**src/rtl/qa_drv_hc_issue_throttle.sv**
```systemverilog
// rtl/qa_drv_hc_issue_throttle.sv - per-channel issue throttle with almostfull slack, release hysteresis and in-flight cap
module qa_drv_hc_issue_throttle #(
    parameter int N_CHANNELS      = 2,
    parameter int CAN_ISSUE_FULL  = 4,
    parameter int RELEASE_DELAY   = 0,
    parameter int MAX_OUTSTANDING = 0
) (
    input  logic                  clk,
    input  logic                  reset,
    input  logic [N_CHANNELS-1:0] almostfull,
    input  logic [N_CHANNELS-1:0] issue,
    input  logic [N_CHANNELS-1:0] rsp,
    output logic [N_CHANNELS-1:0] can_issue,
    output logic [N_CHANNELS-1:0] error
);

    localparam int SW = (CAN_ISSUE_FULL > 0) ? $clog2(CAN_ISSUE_FULL + 1) : 1;
    localparam int OW = (MAX_OUTSTANDING > 0) ? $clog2(MAX_OUTSTANDING + 1) : 1;
    localparam logic [SW-1:0] SLACK_MAX  = SW'(CAN_ISSUE_FULL);
    localparam logic [OW-1:0] OUT_MAX    = OW'(MAX_OUTSTANDING);
    localparam logic [7:0]    TIMER_LOAD = (RELEASE_DELAY > 0) ? 8'(RELEASE_DELAY - 1) : 8'd0;
    localparam bit            HYST       = (RELEASE_DELAY > 0);
    localparam bit            CAP        = (MAX_OUTSTANDING > 0);

    localparam logic [1:0] ST_OPEN    = 2'd0;
    localparam logic [1:0] ST_HOLD    = 2'd1;
    localparam logic [1:0] ST_RELEASE = 2'd2;

    for (genvar ch = 0; ch < N_CHANNELS; ch++) begin : g_ch
        logic          af_ff;
        logic [1:0]    state;
        logic [1:0]    state_nxt;
        logic [SW-1:0] slack;
        logic [7:0]    timer;
        logic [OW-1:0] out_cnt;
        logic          err;
        logic          gate;
        logic          out_ok;
        logic          acc;

        // While almostfull is registered high only the slack budget matters;
        // otherwise the FSM decides whether the channel has re-opened yet.
        always_comb begin
            gate = 1'b0;
            if (af_ff) begin
                gate = (slack < SLACK_MAX);
            end else begin
                gate = (state == ST_OPEN) || ((state == ST_HOLD) && !HYST);
            end
        end

        assign out_ok        = !CAP || (out_cnt < OUT_MAX);
        assign can_issue[ch] = gate & out_ok;
        assign acc           = issue[ch] & can_issue[ch];
        assign error[ch]     = err;

        always_comb begin
            state_nxt = state;
            case (state)
                ST_OPEN: begin
                    if (af_ff) state_nxt = ST_HOLD;
                end
                ST_HOLD: begin
                    if (!af_ff) state_nxt = HYST ? ST_RELEASE : ST_OPEN;
                end
                ST_RELEASE: begin
                    if (af_ff)            state_nxt = ST_HOLD;
                    else if (timer == 0)  state_nxt = ST_OPEN;
                end
                default: state_nxt = ST_OPEN;
            endcase
        end

        always_ff @(posedge clk or posedge reset) begin
            if (reset) begin
                af_ff   <= 1'b0;
                state   <= ST_OPEN;
                slack   <= '0;
                timer   <= '0;
                out_cnt <= '0;
                err     <= 1'b0;
            end else begin
                af_ff <= almostfull[ch];
                state <= state_nxt;

                // Slack survives RELEASE->HOLD bounces; only a full re-open refunds it.
                if ((state_nxt == ST_OPEN) && (state != ST_OPEN)) begin
                    slack <= '0;
                end else if (acc && af_ff && (slack < SLACK_MAX)) begin
                    slack <= slack + 1'b1;
                end

                if ((state == ST_HOLD) && (state_nxt == ST_RELEASE)) begin
                    timer <= TIMER_LOAD;
                end else if ((state == ST_RELEASE) && (state_nxt == ST_RELEASE)) begin
                    timer <= timer - 1'b1;
                end

                if (CAP) begin
                    if (acc && !rsp[ch] && (out_cnt < OUT_MAX)) begin
                        out_cnt <= out_cnt + 1'b1;
                    end else if (rsp[ch] && !acc && (out_cnt != 0)) begin
                        out_cnt <= out_cnt - 1'b1;
                    end
                end

                if ((issue[ch] && !can_issue[ch]) ||
                    (CAP && rsp[ch] && !acc && (out_cnt == 0))) begin
                    err <= 1'b1;
                end
            end
        end
    end

endmodule

```
**config.mk**
```make
export PLATFORM = sky130hd
export DESIGN_NAME = qa_drv_hc_issue_throttle
export DESIGN_NICKNAME = d
export VERILOG_FILES = /design/src/rtl/qa_drv_hc_issue_throttle.sv
export SDC_FILE = /design/constraint.sdc
export NUM_CORES = 1
export LEC_CHECK = 0
export ABC_AREA = 0
export CORE_MARGIN = 5
export CORE_UTILIZATION = 50
export DETAILED_ROUTE_END_ITERATION = 6
export PLACE_DENSITY = 0.83
export RECOVER_POWER = 50
export SLEW_MARGIN = 0
export SYNTH_ARGS = -nofsm -noshare
export SYNTH_HDL_FRONTEND = slang
export SYNTH_SLANG_ARGS = --single-unit
```
**constraint.sdc**
```tcl
create_clock -name clk -period 1.9 [get_ports clk]
set_clock_uncertainty 0.1 [all_clocks]
set_input_delay 0.19 -clock clk [delete_from_list [all_inputs] [get_ports clk]]
set_output_delay 0.19 -clock clk [all_outputs]
set_load 0.01 [all_outputs]
```
==> qor.txt, run 1 <==
Status: finished, final reports clean
Lkg Pwr: 0.762 nW
Largest family of logic cells by synthesized area: simple AND/OR/NAND/NOR gates
Num CTS Buffers: 5
Critical path required time: 1.61 ns
Yosys top cell area share: 53.5%
Cells after Synth: 126
Hold Path Class: input pin to flip-flop
Nature of the critical path startpoint: flip-flop
Die width: 63.0 um
Port bufs: 9
Sequential cell area fraction in the yosys report: 53.5%
Simple-Gate Fraction of Synth Area: 16.1%
Layout area overhead: 18.7%
Max Fanout on Critical Path: 5
Crit. End Element: output pin
Synth cell types: 30
#FFs+latches synth: 30
Total gr overflow: 0
Routed len/inst: 14.6 um
CP Class: flip-flop to output pin
Max Fclk: 552 MHz
Reg area: 752 sq um
WP data arrival: 1.52 ns
Tcrit/Tclk final: 95.3%
Boundary Pins: 12
Starting Density: 51.4%
Synth Area in XOR/XNOR: 7.49%
Root buf cell: clkbuf_4
Proportion of layout cells with a drive suffix above 1: 22.1%
WHS Endpoint: g_ch[0].af_ff
Minimum clock period: 1.81 ns
Via-per-instance ratio: 5.39
Adder-cell share of the synthesized area: 3.57%
Initial antenna violation count: 0
Hold path start: almostfull[0]
CTS tree: done
Slew margin rel.: 52.8%
Die Y: 63.0 um
Std cell rows: 19
Max_cap viols: 0
PwrDens: 779 nW/um^2
DR iter-0 viols: 35
Reg2reg setup slack: 0.09 ns
Latest clock arrival within the worst-skew pair: 0.33 ns
Syn Std Cell Area: 1400 sq um
Syn Nets: 138
# DRC: 0
Number of global-route vias before repair: 1080
Pwr Total: 0.00130 W
Most common cell after layout, fill and taps aside: dfrtp_1
RSZ-0062 raised after global routing: no
Post-synthesis mux area share: 4.55%
HPWL Detailed: 1920 um
Gr usage total: 14.8%
Die area: 3970 sq um
Fin. max-slew vios: 0
Yosys warnings: 0
Setup-failing EPs final: 0
Dpl ws: -0.0233 ns
ANT cells: 0
Reg2Reg Launch Point: g_ch[0].timer[0]
R2R cell count: 6
Wire length of the first global-routing pass: 4600 um
Clock sink total: 30
Nets: 160
Vias: 970
Final hold vios: 0
Post-synthesis compound-gate area fraction: 9.71%
Worst flop-to-flop path endpoint: g_ch[0].timer[5]
# fillers: 209
Most frequent cells in the layout: 29 x dfrtp_1, 13 x nor2_1, 10 x nand2_1
Routed Wire Length: 2630 um
Largest net degree at the start of global routing: 31
Worst hold path depth: 1
First drt pass iteration count: 4
Maximum vdd drop: 0.000515 V
Post-route ant nets: 0
Synth area leader: dfrtp_1
CTS Hold Bufs: 0
Area contributors post-synth: dfrtp_1 53%, xnor2_1 6.2%, ha_1 3.6%
Placeable core area: 2730 sq um
H-tree levels: 2
Clock-pin transition on the worst setup and hold timing paths: 0.09 ns
Worst Tran Pin Value: 0.708 ns
Final worst setup slack: 0.0900 ns
Global placement routability congestion: 0.765
CTS Buffer Depth: 2
Area occupied by multi-input gates: 613 sq um
Mapped Avg Cell Area: 11.1 sq um
==> worst max path at each step <==
stage,from,to,depth (start not counted)
5_1_grt,g_ch[1].state[1],can_issue[1],2
2_1_floorplan,g_ch[0].timer[0],g_ch[0].timer[5],6
3_3_place_gp,g_ch[1].timer[0],g_ch[1].timer[7],7
3_5_place_dp,g_ch[1].timer[1],g_ch[1].timer[7],7
6_report,g_ch[1].state[1],can_issue[1],2
4_1_cts,g_ch[1].timer[1],g_ch[1].timer[1],8
==> layer usage <==
| metal | routed length [um] | global-route usage (%) |
|---|---|---|
| met1 | 1140 | 16.2 |
| met2 | 1340 | 24.2 |
| met3 | 93 | 5.76 |
| met4 | 53 | 8.49 |
| met5 | 0 | 0 |
==> per-stage QoR <==
stage / setup TNS (ns) / area, sq um / util [%] / instances / hold WS [ns]
2_1_floorplan: 0 / 1400 / - / 126 / 0.121
3_3_place_gp: 0 / 1570 / 57.4 / 171 / 0.354
6_report: 0 / 1670 / 61.0 / 180 / 0.308
3_5_place_dp: -0.0292 / 1570 / 57.4 / 171 / 0.365
4_1_cts: 0 / 1640 / 60.1 / 180 / 0.151
5_1_grt: 0 / 1670 / 61.0 / 180 / 0.293
==> registers in the layout, indices dropped and copies added (netlist names) <==
register	count
g_ch.timer	16
g_ch.slack	6
g_ch.state	4
g_ch.af_ff	2
g_ch.err	2
==> power breakdown <==
part           switching [W]  internal (W)  leakage, nW
registers          0.0000343      0.000693        0.399
clock network       0.000223      0.000179       0.0353
logic              0.0000772     0.0000920        0.328
total               0.000335      0.000964        0.762
==> cells by family after synthesis <==
group,Yosys count
adders and majority gates,4
DFF,30
and+or+nand+nor,42
xor gates and xnor gates,12
AOI/OAI and AO/OA,17
buffers and inverters,15
muxes,6
==> worst max-delay path, stage by stage, from the launching register on <==
cell and delay (ns):
dfrtp_1 0.43, mux2i_1 0.19, clkdlybuf4s50_1 0.57
==> cell usage after synthesis <==
library cell  instances
dfrtp_1              30
nor2_1               13
inv_1                11
nand2_1              10
xnor2_1              10
a21oi_1               5
buf_4                 4
ha_1                  4
a31oi_1               3
mux2_2                3
mux2i_1               3
nor3b_1               3
o21ai_0               3
a21boi_0              2
nand3_1               2
nand3b_1              2
nor3_1                2
nor4_2                2
o21bai_1              2
xor2_1                2
a2111oi_4             1
a211oi_4              1
nand2b_1              1
nand4_1               1
nor2b_1               1
nor4_1                1
nor4bb_1              1
or3_1                 1
or3b_1                1
or4_1                 1
==> final cells by class <==
| class | count | area share [%] |
|---|---|---|
| tap | 31 | 2.33 |
| clock inverter | 1 | 0.300 |
| multi-input combinational | 81 | 36.8 |
| sequential | 30 | 45.1 |
| clock buffer | 7 | 3.30 |
| inverter | 11 | 2.48 |
| timing repair buffer | 19 | 9.68 |
==> what timing repair did <==
| item | CTS | global route |
|---|---|---|
| pin swaps | 1 | 2 |
| gates resized for setup | 4 | 8 |
| setup endpoints to repair | 10 | 7 |
| buffers inserted | 1 | 1 |
Power figures use the tool's default switching activity.
==> run 2, diff against run 1 <==
- PLACE_DENSITY: 0.83 -> 0.8
- clock period: 1.9 -> 1.8 ns (I/O delays scaled with it)
==> run 2 against run 1 <==
Die area did not move. Register-to-register slack got worse by 0.08 ns. Sequential power rose by 5.9%. Total power rose by 4.3%. Non-clock buffer count rose by 8. Sequential cell count did not move. Worst hold slack got worse by 0.014 ns. Design area rose by 4.7%. Wire length rose by 4.0%. Via count rose by 1.8%. First-iteration DRC count rose by 8.6%. Critical endpoint is now g_ch[0].timer[5]. Largest cell class unchanged. Largest power group unchanged.
==> qor.txt, run 2 (same netlist as run 1, synthesis figures left out) <==
Status: finished, final reports clean
Clock-pin transition on the worst setup and hold timing paths: 0.09 ns (about the same)
Gr usage total: 15.5% (+0.72 points)
Max Fclk: 559 MHz
Worst hold path depth: 1 (unchanged)
Starting Density: 51.4% (unchanged)
Proportion of layout cells with a drive suffix above 1: 26.8% (+4.6 points)
Largest net degree at the start of global routing: 31 (unchanged)
ANT cells: 0 (unchanged)
# DRC: 0 (unchanged)
Clock sink total: 30 (unchanged)
Port bufs: 9 (unchanged)
Max_cap viols: 0 (unchanged)
Largest registers: g_ch.timer x16, g_ch.slack x6, g_ch.state x4
Met1 Use GR: 16.4% (+0.25 points)
Total gr overflow: 0 (unchanged)
Max Fanout on Critical Path: 3 (-2)
Worst Tran Pin Value: 0.734 ns (+0.0252 ns)
# fillers: 221 (+5.7%)
Bufs and invs on worst path: 1 (unchanged)
Die width: 63.0 um (unchanged)
Hold WS: 0.293 ns (-0.0143 ns)
H-tree levels: 2 (unchanged)
Reg2Reg Launch Point: g_ch[0].timer[1]
Maximum vdd drop: 0.000651 V (+27%)
CTS tree: done
PwrDens: 776 nW/um^2 (-0.43%)
WP data arrival: 1.91 ns (+0.39 ns)
Boundary Pins: 12 (unchanged)
Hold Path Class: input pin to flip-flop
Minimum clock period: 1.79 ns
CTS Hold Bufs: 0 (unchanged)
Nets: 168 (+5.0%)
Nature of the critical path startpoint: flip-flop
HPWL Detailed: 1900 um (-1.1%)
Number of global-route vias before repair: 1071 (-0.83%)
Critical-path top delay cell: or3b_4
Routed Wire Length: 2730 um (+4.0%)
Slew margin rel.: 51.1% (-1.7 points)
Setup-failing EPs final: 0 (unchanged)
CP Class: flip-flop to flip-flop
CP delay by family, top: simple AND/OR/NAND/NOR gates
GR met2 Demand/Resource: 26.3% (+2.1 points)
Final hold vios: 0 (unchanged)
Crit path cell chain: inv_1, ha_4, nor3b_4, a211oi_4, or3b_4, xnor2_2
Met3 Usage GRT: 7.01% (+1.3 points)
Initial antenna violation count: 0 (unchanged)
Wire length of the first global-routing pass: 4710 um (+2.2%)
Crit. End Element: flip-flop
Routed len/inst: 14.5 um (-0.43%)
Post-layout util: 63.8% (+2.9 points)
Die Y: 63.0 um (unchanged)
Fin cells: 188 (+4.4%)
Fin. max-slew vios: 0 (unchanged)
CTS Buffer Depth: 2 (unchanged)
Most common cell after layout, fill and taps aside: dfrtp_1
Max reg flops: 16 (unchanged)
Placed insts: 174 (+1.8%)
First drt pass iteration count: 4 (unchanged)
Die area: 3970 sq um (unchanged)
Global placement routability congestion: 0.873 (+14%)
Crit path launch: g_ch[0].timer[1]
Max incr delay on CP: 0.42 ns (-0.15 ns)
DR iter-0 viols: 38 (+8.6%)
Std cell rows: 19 (unchanged)
Hold path start: almostfull[0]
Top reg by flops: g_ch.timer
Pwr Total: 0.00135 W (+4.3%)
Tcrit/Tclk final: 99.4%
Vias: 987 (+1.8%)
Lkg Pwr: 0.801 nW (+5.1%)
Setup TNS: 0 ns (unchanged)
Num CTS Buffers: 5 (unchanged)
R2R cell count: 6 (unchanged)
Crit path depth: 6 (+4)
Placeable core area: 2730 sq um (unchanged)
Root buf cell: clkbuf_4
Most used routing layer: met2
Via-per-instance ratio: 5.25 (-2.6%)
RSZ-0062 raised after global routing: yes
Critical path required time: 1.92 ns (+0.31 ns)
Most frequent cells in the layout: 29 x dfrtp_1, 17 x buf_4, 13 x nor2_1
Layout area overhead: 24.3%
Latest clock arrival within the worst-skew pair: 0.33 ns (about the same)
Post-route ant nets: 0 (unchanged)
==> run 2: final timing paths <==
check                                   end  slack, ns
setup / recovery           g_ch[0].timer[5]       0.01
hold / removal                g_ch[0].af_ff       0.29
setup reg to reg           g_ch[0].timer[5]       0.01
hold reg to reg            g_ch[0].state[0]       0.38
max in group asynchronous     g_ch[1].af_ff       0.71
min in group asynchronous  g_ch[0].timer[1]       0.38
==> run 2: stage by stage <==
step	setup slack, ns	area, sq um
floorplan	0.00586	1420
global placement	-0.0525	1610
detailed placement	-0.129	1610
CTS	0.00965	1690
global route	-0.0607	1750
finish	0.0109	1750
==> run 2: power by group <==
| part | total [W] | switching [W] | internal, W |
|---|---|---|---|
| logic | 0.000176 | 0.0000800 | 0.0000955 |
| registers | 0.000770 | 0.0000386 | 0.000731 |
| clock network | 0.000409 | 0.000220 | 0.000189 |
| total | 0.00135 | 0.000339 | 0.00102 |
==> run 2: area by class of cell <==
| class | instances | area, sq um | area share, % |
|---|---|---|---|
| clock buffer | 7 | 55.1 | 3.15 |
| inverter | 11 | 41.3 | 2.37 |
| multi-input combinational | 81 | 633 | 36.3 |
| clock inverter | 1 | 5.00 | 0.287 |
| tap | 31 | 38.8 | 2.22 |
| timing repair buffer | 27 | 220 | 12.6 |
| sequential | 30 | 752 | 43.1 |
==> run 2: repair_timing <==
item                                    in CTS  in global routing
endpoints found under the setup margin       8                 11
pin swaps                                    3                  3
setup buffers                                2                  5
gates cloned                                 0                  0
resized for setup                            7                  5
==> run 2: per-layer routing <==
layer	vias to the layer above	wire length (um)
met5	-	0
met2	19	1400
met1	476	1100
li1	483	-
met3	9	146
met4	0	86
==> run 3, diff against run 2 <==
- HOLD_SLACK_MARGIN: default -> 0.03
==> results of run 3 <==
No change in the layout: final DEF, timing and power equal those of run 2.
